### src/rtl/dec_rr_arbiter_pkg.sv
// dec_arb_pkg: shared types and constants for the decoder arbiter.
// States, decoder enable encodings and requester sizing.
package dec_arb_pkg;

  localparam int NUM_REQ = 8;
  localparam int SEL_W   = 3;

  typedef enum logic [1:0] {
    IDLE,
    GRANT,
    GAP
  } arb_state_t;

  // Decoder enable pins {G1, G2A, G2B}
  typedef struct packed {
    logic g1;
    logic g2a;
    logic g2b;
  } dec_en_t;

  localparam dec_en_t EN_ON  = dec_en_t'(3'b100);
  localparam dec_en_t EN_OFF = dec_en_t'(3'b011);

endpackage

### src/rtl/dec_rr_arbiter_rr_pick.sv
// rr_pick: combinational rotating-priority picker.
// Returns the first set request at or above ptr, wrapping.
module rr_pick
  import dec_arb_pkg::*;
(
  input  logic [NUM_REQ-1:0] req,
  input  logic [SEL_W-1:0]   ptr,
  output logic               any,
  output logic [SEL_W-1:0]   idx
);

  // Scan offsets high to low so the nearest one to ptr wins last
  always_comb begin
    any = 1'b0;
    idx = '0;
    for (int i = NUM_REQ - 1; i >= 0; i--) begin
      if (req[ptr + SEL_W'(i)]) begin
        any = 1'b1;
        idx = ptr + SEL_W'(i);
      end
    end
  end

endmodule

### src/rtl/dec_rr_arbiter.sv
// dec_rr_arbiter: round-robin arbiter driving a 3-to-8 decoder.
// DEC_ARB_FIXED_PRIO_EN selects lowest-index-wins priority.
module dec_rr_arbiter
  import dec_arb_pkg::*;
#(
  parameter int HOLD_MAX = 16
) (
  input  logic               clk,
  input  logic               rst,
  input  logic [NUM_REQ-1:0] req,
  output logic               A,
  output logic               B,
  output logic               C,
  output logic               G1,
  output logic               G2A,
  output logic               G2B,
  output logic               gnt_valid,
  output logic [SEL_W-1:0]   gnt_id,
  output logic               busy
);

  localparam int HW = $clog2(HOLD_MAX + 1);
  localparam logic [HW-1:0] HOLD_LAST = HW'(HOLD_MAX - 1);

  arb_state_t       state_q, state_d;
  logic [SEL_W-1:0] ptr_q, ptr_d;
  logic [SEL_W-1:0] sel_q, sel_d;
  logic [HW-1:0]    hold_q, hold_d;
  dec_en_t          en_q, en_d;
  logic             gv_q, gv_d;
  logic             busy_q, busy_d;

  logic [SEL_W-1:0] pick_ptr;
  logic [SEL_W-1:0] pick_idx;
  logic             pick_any;

`ifdef DEC_ARB_FIXED_PRIO_EN
  assign pick_ptr = '0;
`else
  assign pick_ptr = ptr_q;
`endif

  rr_pick u_pick (
    .req (req),
    .ptr (pick_ptr),
    .any (pick_any),
    .idx (pick_idx)
  );

  // State and output registers; select is latched while disabled
  always_ff @(posedge clk) begin
    if (rst) begin
      state_q <= IDLE;
      ptr_q   <= '0;
      sel_q   <= '0;
      hold_q  <= '0;
      en_q    <= EN_OFF;
      gv_q    <= 1'b0;
      busy_q  <= 1'b0;
    end else begin
      state_q <= state_d;
      ptr_q   <= ptr_d;
      sel_q   <= sel_d;
      hold_q  <= hold_d;
      en_q    <= en_d;
      gv_q    <= gv_d;
      busy_q  <= busy_d;
    end
  end

  // Next state: arbitrate in IDLE/GAP, release on drop or hold limit
  always_comb begin
    state_d = state_q;
    ptr_d   = ptr_q;
    sel_d   = sel_q;
    hold_d  = hold_q;
    unique case (state_q)
      IDLE, GAP: begin
        if (pick_any) begin
          state_d = GRANT;
          sel_d   = pick_idx;
          hold_d  = '0;
        end else begin
          state_d = IDLE;
        end
      end
      GRANT: begin
        if (!req[sel_q] || hold_q == HOLD_LAST) begin
          state_d = GAP;
`ifndef DEC_ARB_FIXED_PRIO_EN
          ptr_d   = sel_q + 1'b1;
`endif
        end else begin
          hold_d = hold_q + 1'b1;
        end
      end
      default: state_d = IDLE;
    endcase
  end

  // Outputs follow the current state one cycle later
  always_comb begin
    en_d   = EN_OFF;
    gv_d   = 1'b0;
    busy_d = (state_q != IDLE);
    if (state_q == GRANT) begin
      en_d = EN_ON;
      gv_d = 1'b1;
    end
  end

  assign {C, B, A}       = sel_q;
  assign gnt_id          = sel_q;
  assign {G1, G2A, G2B}  = en_q;
  assign gnt_valid       = gv_q;
  assign busy            = busy_q;

endmodule

### config.mk
export PLATFORM = sky130hd
export DESIGN_NAME = dec_rr_arbiter
export DESIGN_NICKNAME = d
export VERILOG_FILES = /design/src/rtl/dec_rr_arbiter_pkg.sv /design/src/rtl/dec_rr_arbiter_rr_pick.sv /design/src/rtl/dec_rr_arbiter.sv
export SDC_FILE = /design/constraint.sdc
export NUM_CORES = 1
export LEC_CHECK = 0
export CAP_MARGIN = 10
export CORE_UTILIZATION = 50
export CTS_CLUSTER_SIZE = 25
export DETAILED_ROUTE_END_ITERATION = 10
export PLACE_DENSITY = 0.77
export REMOVE_ABC_BUFFERS = 1
export SYNTH_ARGS = -nofsm -noshare
export SYNTH_HDL_FRONTEND = slang
export SYNTH_SLANG_ARGS = --single-unit
### constraint.sdc
create_clock -name clk -period 2.77 [get_ports clk]
set_clock_uncertainty 0.15 [all_clocks]
set_input_delay 0.4155 -clock clk [delete_from_list [all_inputs] [get_ports clk]]
set_output_delay 0.4155 -clock clk [all_outputs]
set_load 0.01 [all_outputs]
==> metrics.md, run 1 <==
| Metric | Value |
|---|---|
| Worst path slowest cell | `a211oi_2` |
| Status | `finished clean` |
| R2R Path End | `gnt_id[2]` |
| Worst Path Buf+Inv | `3` |
| Post-synthesis sequential area ratio | `0.2043` |
| Initial antenna violation count | `0` |
| Post-synth EDFFs | `0` |
| Share of cells above drive strength 1 | `0.3273` |
| Clock tree buffer depth | `2` |
| Die area | `~0.0034 mm2` |
| Clock slew at reported path FFs | `around 0.10 ns` |
| Worst Hold Depth | `2` |
| H-tree Lvls | `1` |
| Pins Over Slew Limit | `0` |
| Largest family of logic cells by synthesized area | `multiplexers` |
| Wirelength per Cell | `between 15 and 20 um` |
| Initial DRC Count | `around 120` |
| Sequential cell area | `~320 um2` |
| Least-Margin Pin Slew | `0.5212 ns` |
| Synthesized area | `~0.0016 mm2` |
| GPL Wtd Cong | `slightly above 1` |
| Crit start category | `flip-flop` |
| CP arrival | `roughly 2.8 ns` |
| Cells after synthesis | `about 170` |
| DRC viols | `0` |
| Setup TNS | `0 ns` |
| Ys Warns | `0` |
| Die width | `around 58 um` |
| Total track usage | `0.2848` |
| Vias per cell | `about 6.4` |
| Initial Util | `0.5496` |
| Syn avg cell area | `roughly 9.3 um2` |
| Via count | `around 1600` |
| Die H | `slightly below 60 um` |
| CP max FO | `6` |
| Diode count | `0` |
| Hold crit path type | `flip-flop to flip-flop` |
| Core box area | `0.002853 mm2` |
| Final setup fails | `0` |
| Leak | `roughly 0.84 nW` |
| Final Hold Fails | `0` |
| Worst hold path startpoint | `hold_q[1]` |
| CP peak stage delay | `0.37 ns` |
| Worst setup path start | `pick_ptr[0]` |
| PwrDens | `a little over 700 mW/mm2` |
| Max cap viols | `0` |
| R2r worst-path depth | `11` |
| Vias in the first global route | `around 1500` |
| Crit share post-route | `0.9946` |
| PnR worst setup slack | `approximately 0.015 ns` |
| Crit-path leading delay family | `compound AO/OA/AOI/OAI gates` |
| Ports | `21` |
| Post-Route WL | `approximately 4900 um` |
| Top_reg_cell synth | `dfxtp_1` |
| Worst Hold End | `hold_q[1]` |
| Commonest non-fill, non-tap cell in the layout | `buf_4` |
| Clk sinks | `16` |
| Nets@finish | `between 200 and 250` |
| Max Clock Freq | `roughly 0.36 GHz` |
| Yosys top cell by area | `dfxtp_1` |
| FP Rows | `19` |
| Area delta synth->final | `36.55%` |
| Post-Place Setup Slack | `-0.2268 ns` |
| Root Buffer Master | `clkbuf_4` |
| Crit. End Element | `flip-flop` |
| Post-route ant nets | `0` |
| Mux contribution to synthesized area | `0.2706` |
| Largest net degree at the start of global routing | `18` |
| DP HPWL | `between 3000 and 4000 um` |
| Ys async rst share | `0` |
| Required @ worst endpoint | `roughly 2.8 ns` |
| R2r startpoint | `pick_ptr[0]` |
| Share of the synthesized area in the top cell type | `0.2043` |
| Critical path type | `flip-flop to flip-flop` |
| Min Tclk post-route | `approximately 2.8 ns` |
| IO buf count | `20` |
| Most frequent cells in the layout | `buf_4, clkdlybuf4s50_1, nor2_1, dfxtp_1, nand2_1` |
| Slew margin rel. | `0.6515` |
| TritonCTS Buffers | `3` |
| CTS tree | `done` |
| Global-route wire length before repair | `7210 um` |
| Peak supply drop | `about 0.52 mV` |
| Multi-input gate area | `0.001196 mm2` |
| Filler cell count | `between 150 and 200` |
| Flop-to-flop setup slack | `between 0.01 and 0.015 ns` |
| Hold Slack | `approximately 0.36 ns` |
| Simple-gate share of the synthesized area | `0.1772` |
| Synthesis-stage register bit count | `16` |
| Synth area leaders | `dfxtp_1, mux4_2, mux4_1` |
| Synth Area in Compound Gates | `0.1860` |
| TritonRoute pass-1 iters | `4` |
| Synth cell types | `between 40 and 50` |
| Post-Synth XOR/XNOR Area | `0.04469` |
| Total grt overflow | `0` |
| Synth Area in Adders | `0.03990` |
| Clk_lat worst skew | `about 0.29 ns` |
| Crit-path cells | `inv_1 -> ha_4 -> buf_2 -> nor2b_1 -> a211oi_2 -> a221oi_4 -> nor4_4 -> a31oi_4 -> buf_4 -> o211ai_1 -> a21oi_1` |
[cells in the mapped netlist (2+ instances only)]
cell type	instances
a211oi_1	5
a21o_1	2
a21oi_1	10
a31oi_1	3
and3_1	2
buf_2	4
buf_4	6
buf_6	2
clkbuf_1	2
dfxtp_1	16
ha_1	5
inv_1	7
mux2_2	3
mux2_4	2
mux2i_1	6
mux4_1	5
mux4_2	7
nand2_1	13
nand2b_1	5
nand3_1	2
nand3b_1	2
nand4_1	2
nor2_1	17
nor2b_1	2
nor3_1	6
o211ai_1	3
o21ai_0	5
or3_1	3
xnor2_1	2
xor2_1	6
[stage by stage]
stage / area, um2 / power, mW / instances / util
6_report: 2141 / 1.545 / 251 / 0.7504
3_5_place_dp: 1989 / 1.235 / 243 / 0.6974
3_3_place_gp: 1989 / 1.198 / 243 / 0.6974
5_1_grt: 2141 / 1.617 / 251 / 0.7504
2_1_floorplan: 1473 / 0.8519 / 155 / -
4_1_cts: 2073 / 1.436 / 247 / 0.7268
[how the worst max path moves through the flow]
stage,to,slack [ns],cells after the start
floorplan,gnt_id[0],-0.65,9
global placement,gnt_id[2],-0.15,8
detailed placement,hold_q[1],-0.23,8
CTS,hold_q[4],0.02,8
global route,hold_q[4],-0.07,10
finish,gnt_id[2],0.01,11
[final cells by class]
type,instances,share of cell area
clock buffer,4,0.01695
inverter,7,0.01227
multi-input combinational,132,0.5587
sequential,16,0.1502
tap,31,0.01812
timing repair buffer,61,0.2437
[power by group]
part	internal, mW	switching (mW)	total (mW)
clock network	0.0801	0.0771	0.157
logic	0.545	0.537	1.08
registers	0.261	0.0452	0.306
total	0.886	0.659	1.55
[per-layer routing]
| metal | up-vias | share of wire | routed length (um) | global-route usage |
|---|---|---|---|---|
| met3 | 20 | 0.050 | 245 | 0.06473 |
| li1 | 740 | - | - | - |
| met5 | - | 0 | 0 | 0 |
| met4 | 0 | 0.033 | 161 | 0.08844 |
| met1 | 777 | 0.43 | 2113 | 0.3829 |
| met2 | 65 | 0.48 | 2348 | 0.4581 |
[flip-flops by register name (all words and copies together), names as in the netlist]
register	cells
G1	1
busy	1
hold_q	5
gnt_id	3
G2A	1
state_q	2
pick_ptr	3
[worst reg2reg max path: stages (launching register included)]
cell      delay, ns
dfxtp_1        0.35
inv_1          0.10
ha_4           0.33
buf_2          0.18
nor2b_1        0.07
a211oi_2       0.37
a221oi_4       0.16
nor4_4         0.33
a31oi_4        0.16
buf_4          0.19
o211ai_1       0.14
a21oi_1        0.11
[cell families (layout without fill, tap and decap cells)]
| kind of cell | Yosys count | after routing |
|---|---|---|
| and+or+nand+nor | 56 | 56 |
| AOI/OAI and AO/OA | 39 | 39 |
| muxes | 24 | 24 |
| buffers and inverters | 21 | 72 |
| DFF | 16 | 16 |
| xor gates and xnor gates | 8 | 8 |
| adders and majority gates | 5 | 5 |
[timing repair]
item	in CTS	in global routing
hold buffers	0	0
endpoints found under the setup margin	9	6
resized for setup	7	13
gates cloned	0	0
pin swaps	2	7
setup buffers	0	4
Note: power is estimated with default switching activity, not from simulation.
==> run 2: changes to the inputs <==
--- a/config.mk
+++ b/config.mk
@@ -5,12 +5,13 @@
 export SDC_FILE = /design/constraint.sdc
 export NUM_CORES = 1
 export LEC_CHECK = 0
-export CAP_MARGIN = 10
+export CAP_MARGIN = 25
 export CORE_UTILIZATION = 50
 export CTS_CLUSTER_SIZE = 25
 export DETAILED_ROUTE_END_ITERATION = 10
 export PLACE_DENSITY = 0.77
 export REMOVE_ABC_BUFFERS = 1
+export SLEW_MARGIN = 20
 export SYNTH_ARGS = -nofsm -noshare
 export SYNTH_HDL_FRONTEND = slang
 export SYNTH_SLANG_ARGS = --single-unit
==> results of run 2 <==
Final layout, timing and power as in run 1 (identical DEF).
==> run 3: changes to the inputs <==
==> constraint.sdc (replaced) <==
create_clock -name clk -period 2.77 [get_ports clk]
set_clock_uncertainty 0.15 [all_clocks]
set_input_delay 0.4155 -clock clk [delete_from_list [all_inputs] [get_ports clk]]
set_output_delay 0.4155 -clock clk [all_outputs]
set_load 0.005 [all_outputs]
==> results of run 3 <==
The final DEF is identical to that of run 1. Status: finished clean.
Main changes from that run: total power 1.545 mW -> 1.534 mW; worst IR drop on VDD 0.5161 mV -> 0.5066 mV
==> edit, RTL diff (config.mk and constraints of run 2) <==
`NUM_REQ`: 8 -> 4.
--- a/src/rtl/dec_rr_arbiter_pkg.sv
+++ b/src/rtl/dec_rr_arbiter_pkg.sv
@@ -4,3 +4,3 @@
 
-  localparam int NUM_REQ = 8;
+  localparam int NUM_REQ = 4;
   localparam int SEL_W   = 3;
Interface: changed (resized req); port bits go from 21 to 17. No check against the original RTL was run, so the function may have changed too.
==> edit against run 2 <==
- power is 60% lower
- first-iteration DRC count is 91% lower
- via count is 44% lower
- sequential cell count stayed put
- wire length is 56% lower
- fmax is 25% higher
- cell area is 42% lower
- synthesized area is 30% lower
- worst setup slack better by 550 ps
==> edit: results (changes against run 2) <==
r2r_start: "pick_ptr[0]"  # unchanged
drive_gt1_share_pct: 13.0  # was 32.7%
track_usage_pct: 20.8  # was 28.5%
p_seq_share_pct: 43.7  # was 19.8%
hold_end: "busy"  # was hold_q[1]
drt_iter0_drc: 11  # was 123
fin_nets: 144  # was 236
fin_cells: 158  # was 251
pre_cts_slack_ps: 302  # was -227 ps
viasPerCell: 5.68  # was 6.38
firstDrtPassIters: 4  # unchanged
synth_fa_ha_area_share_pct: 5.68  # was 3.99%
cp_slowest_cell: "ha_1"  # was a211oi_2
timing.reg2reg.worst_path_depth: 7  # was 11
grtUsageMet1_pct: 28.0  # was 38.3%
hpwl_mm: 1.65  # was 3.49 mm
met3_length_um: 87  # was 245 µm
power_density_nw_per_um2: 491  # was 722 nW/µm²
place.gp.congestion: 0.788  # was 1.01
muxShareOfSynthArea_pct: 13.6  # was 27.1%
max_stage_delay_ps: 440  # was 370 ps
use_met3_pct: 5.61  # was 6.47%
internal-power_w: 0.000417  # was 0.000886 W
use_met2_pct: 31.9  # was 45.8%
peakVddDrop_uv: 331  # was 516 µV
io_buffers: 16  # was 20
synth_area_leaders: "dfxtp_1, mux2i_1, ha_1"  # was dfxtp_1, mux4_2, mux4_1
largest_reg_flops: 5  # unchanged
final_area_um2: 1250  # was 2140 µm²
synth.avg_cell_area_um2: 9.03  # was 9.28 µm²
fill_cells: 178  # was 188
status: "finished clean"  # unchanged
grt_max_degree: 12  # was 18
r2r-end: "gnt_id[2]"  # unchanged
max_slew_margin_pct: 76.7  # was 65.1%
met2_length_um: 953  # was 2.35 mm
grt_pass1_vias: 846  # was 1537
ctsResizeCount: 0  # was 7
wire_per_inst_um: 13.5  # was 19.4 µm
synth_cell_types: 42  # was 44
p_leak_nw: 0.461  # was 0.844 nW
clkPwrFrac_pct: 19.0  # was 10.2%
antenna_found_initial: 0  # unchanged
holdWs_ps: 331  # was 365 ps
path_clk_slew_ps: 80  # was 100 ps
route.layer.met1.wl_mm: 1.08  # was 2.11 mm
yosysSeqAreaShare_pct: 29.1  # was 20.4%
synthTopCellsByCount: "dfxtp_1, nor2_1, mux2i_1, o21ai_0, buf_4"  # was nor2_1, dfxtp_1, nand2_1, a21oi_1
crit_arrival_ps: 2260  # was 2770 ps
holdCritStartpoint: "state_q[1]"  # was hold_q[1]
synth_compound_area_share_pct: 14.9  # was 18.6%
holdPathStages: 2  # unchanged
grt_pass1_wl_mm: 3.81  # was 7.21 mm
async_flop_share_pct: 0  # unchanged
synth_xor_area_share_pct: 2.39  # was 4.47%
r2r_slack_ps: 570  # was 10 ps
[edit: cell count changes after synthesis, moves of 4 or more]
cell	before	now
nand2_1	13	5
mux4_1	5	1
xor2_1	6	2
a21oi_1	10	2
mux4_2	7	1
[edit: how the worst max path moves through the flow]
| stage | from | slack, ps | to | cells past startpoint |
|---|---|---|---|---|
| floorplan | pick_ptr[0] | 440 | gnt_id[2] | 7 |
| global placement | req[3] | 370 | hold_q[4] | 5 |
| detailed placement | req[3] | 300 | hold_q[4] | 5 |
| CTS | pick_ptr[0] | 530 | gnt_id[2] | 7 |
| global route | pick_ptr[0] | 350 | gnt_id[2] | 7 |
| finish | pick_ptr[0] | 570 | gnt_id[2] | 7 |
[edit: tightest hold or removal path: cells and delay by family, from the launching register on]
kind | cells | cell delay (ps)
DFF | 1 | 330
and+or+nand+nor | 2 | 120
[edit: final cells by class]
cell class	instances	share of cell area, %
timing repair buffer	21	15.8
multi-input combinational	87	52.9
clock buffer	3	1.80
tap	27	2.70
sequential	16	25.6
inverter	4	1.20
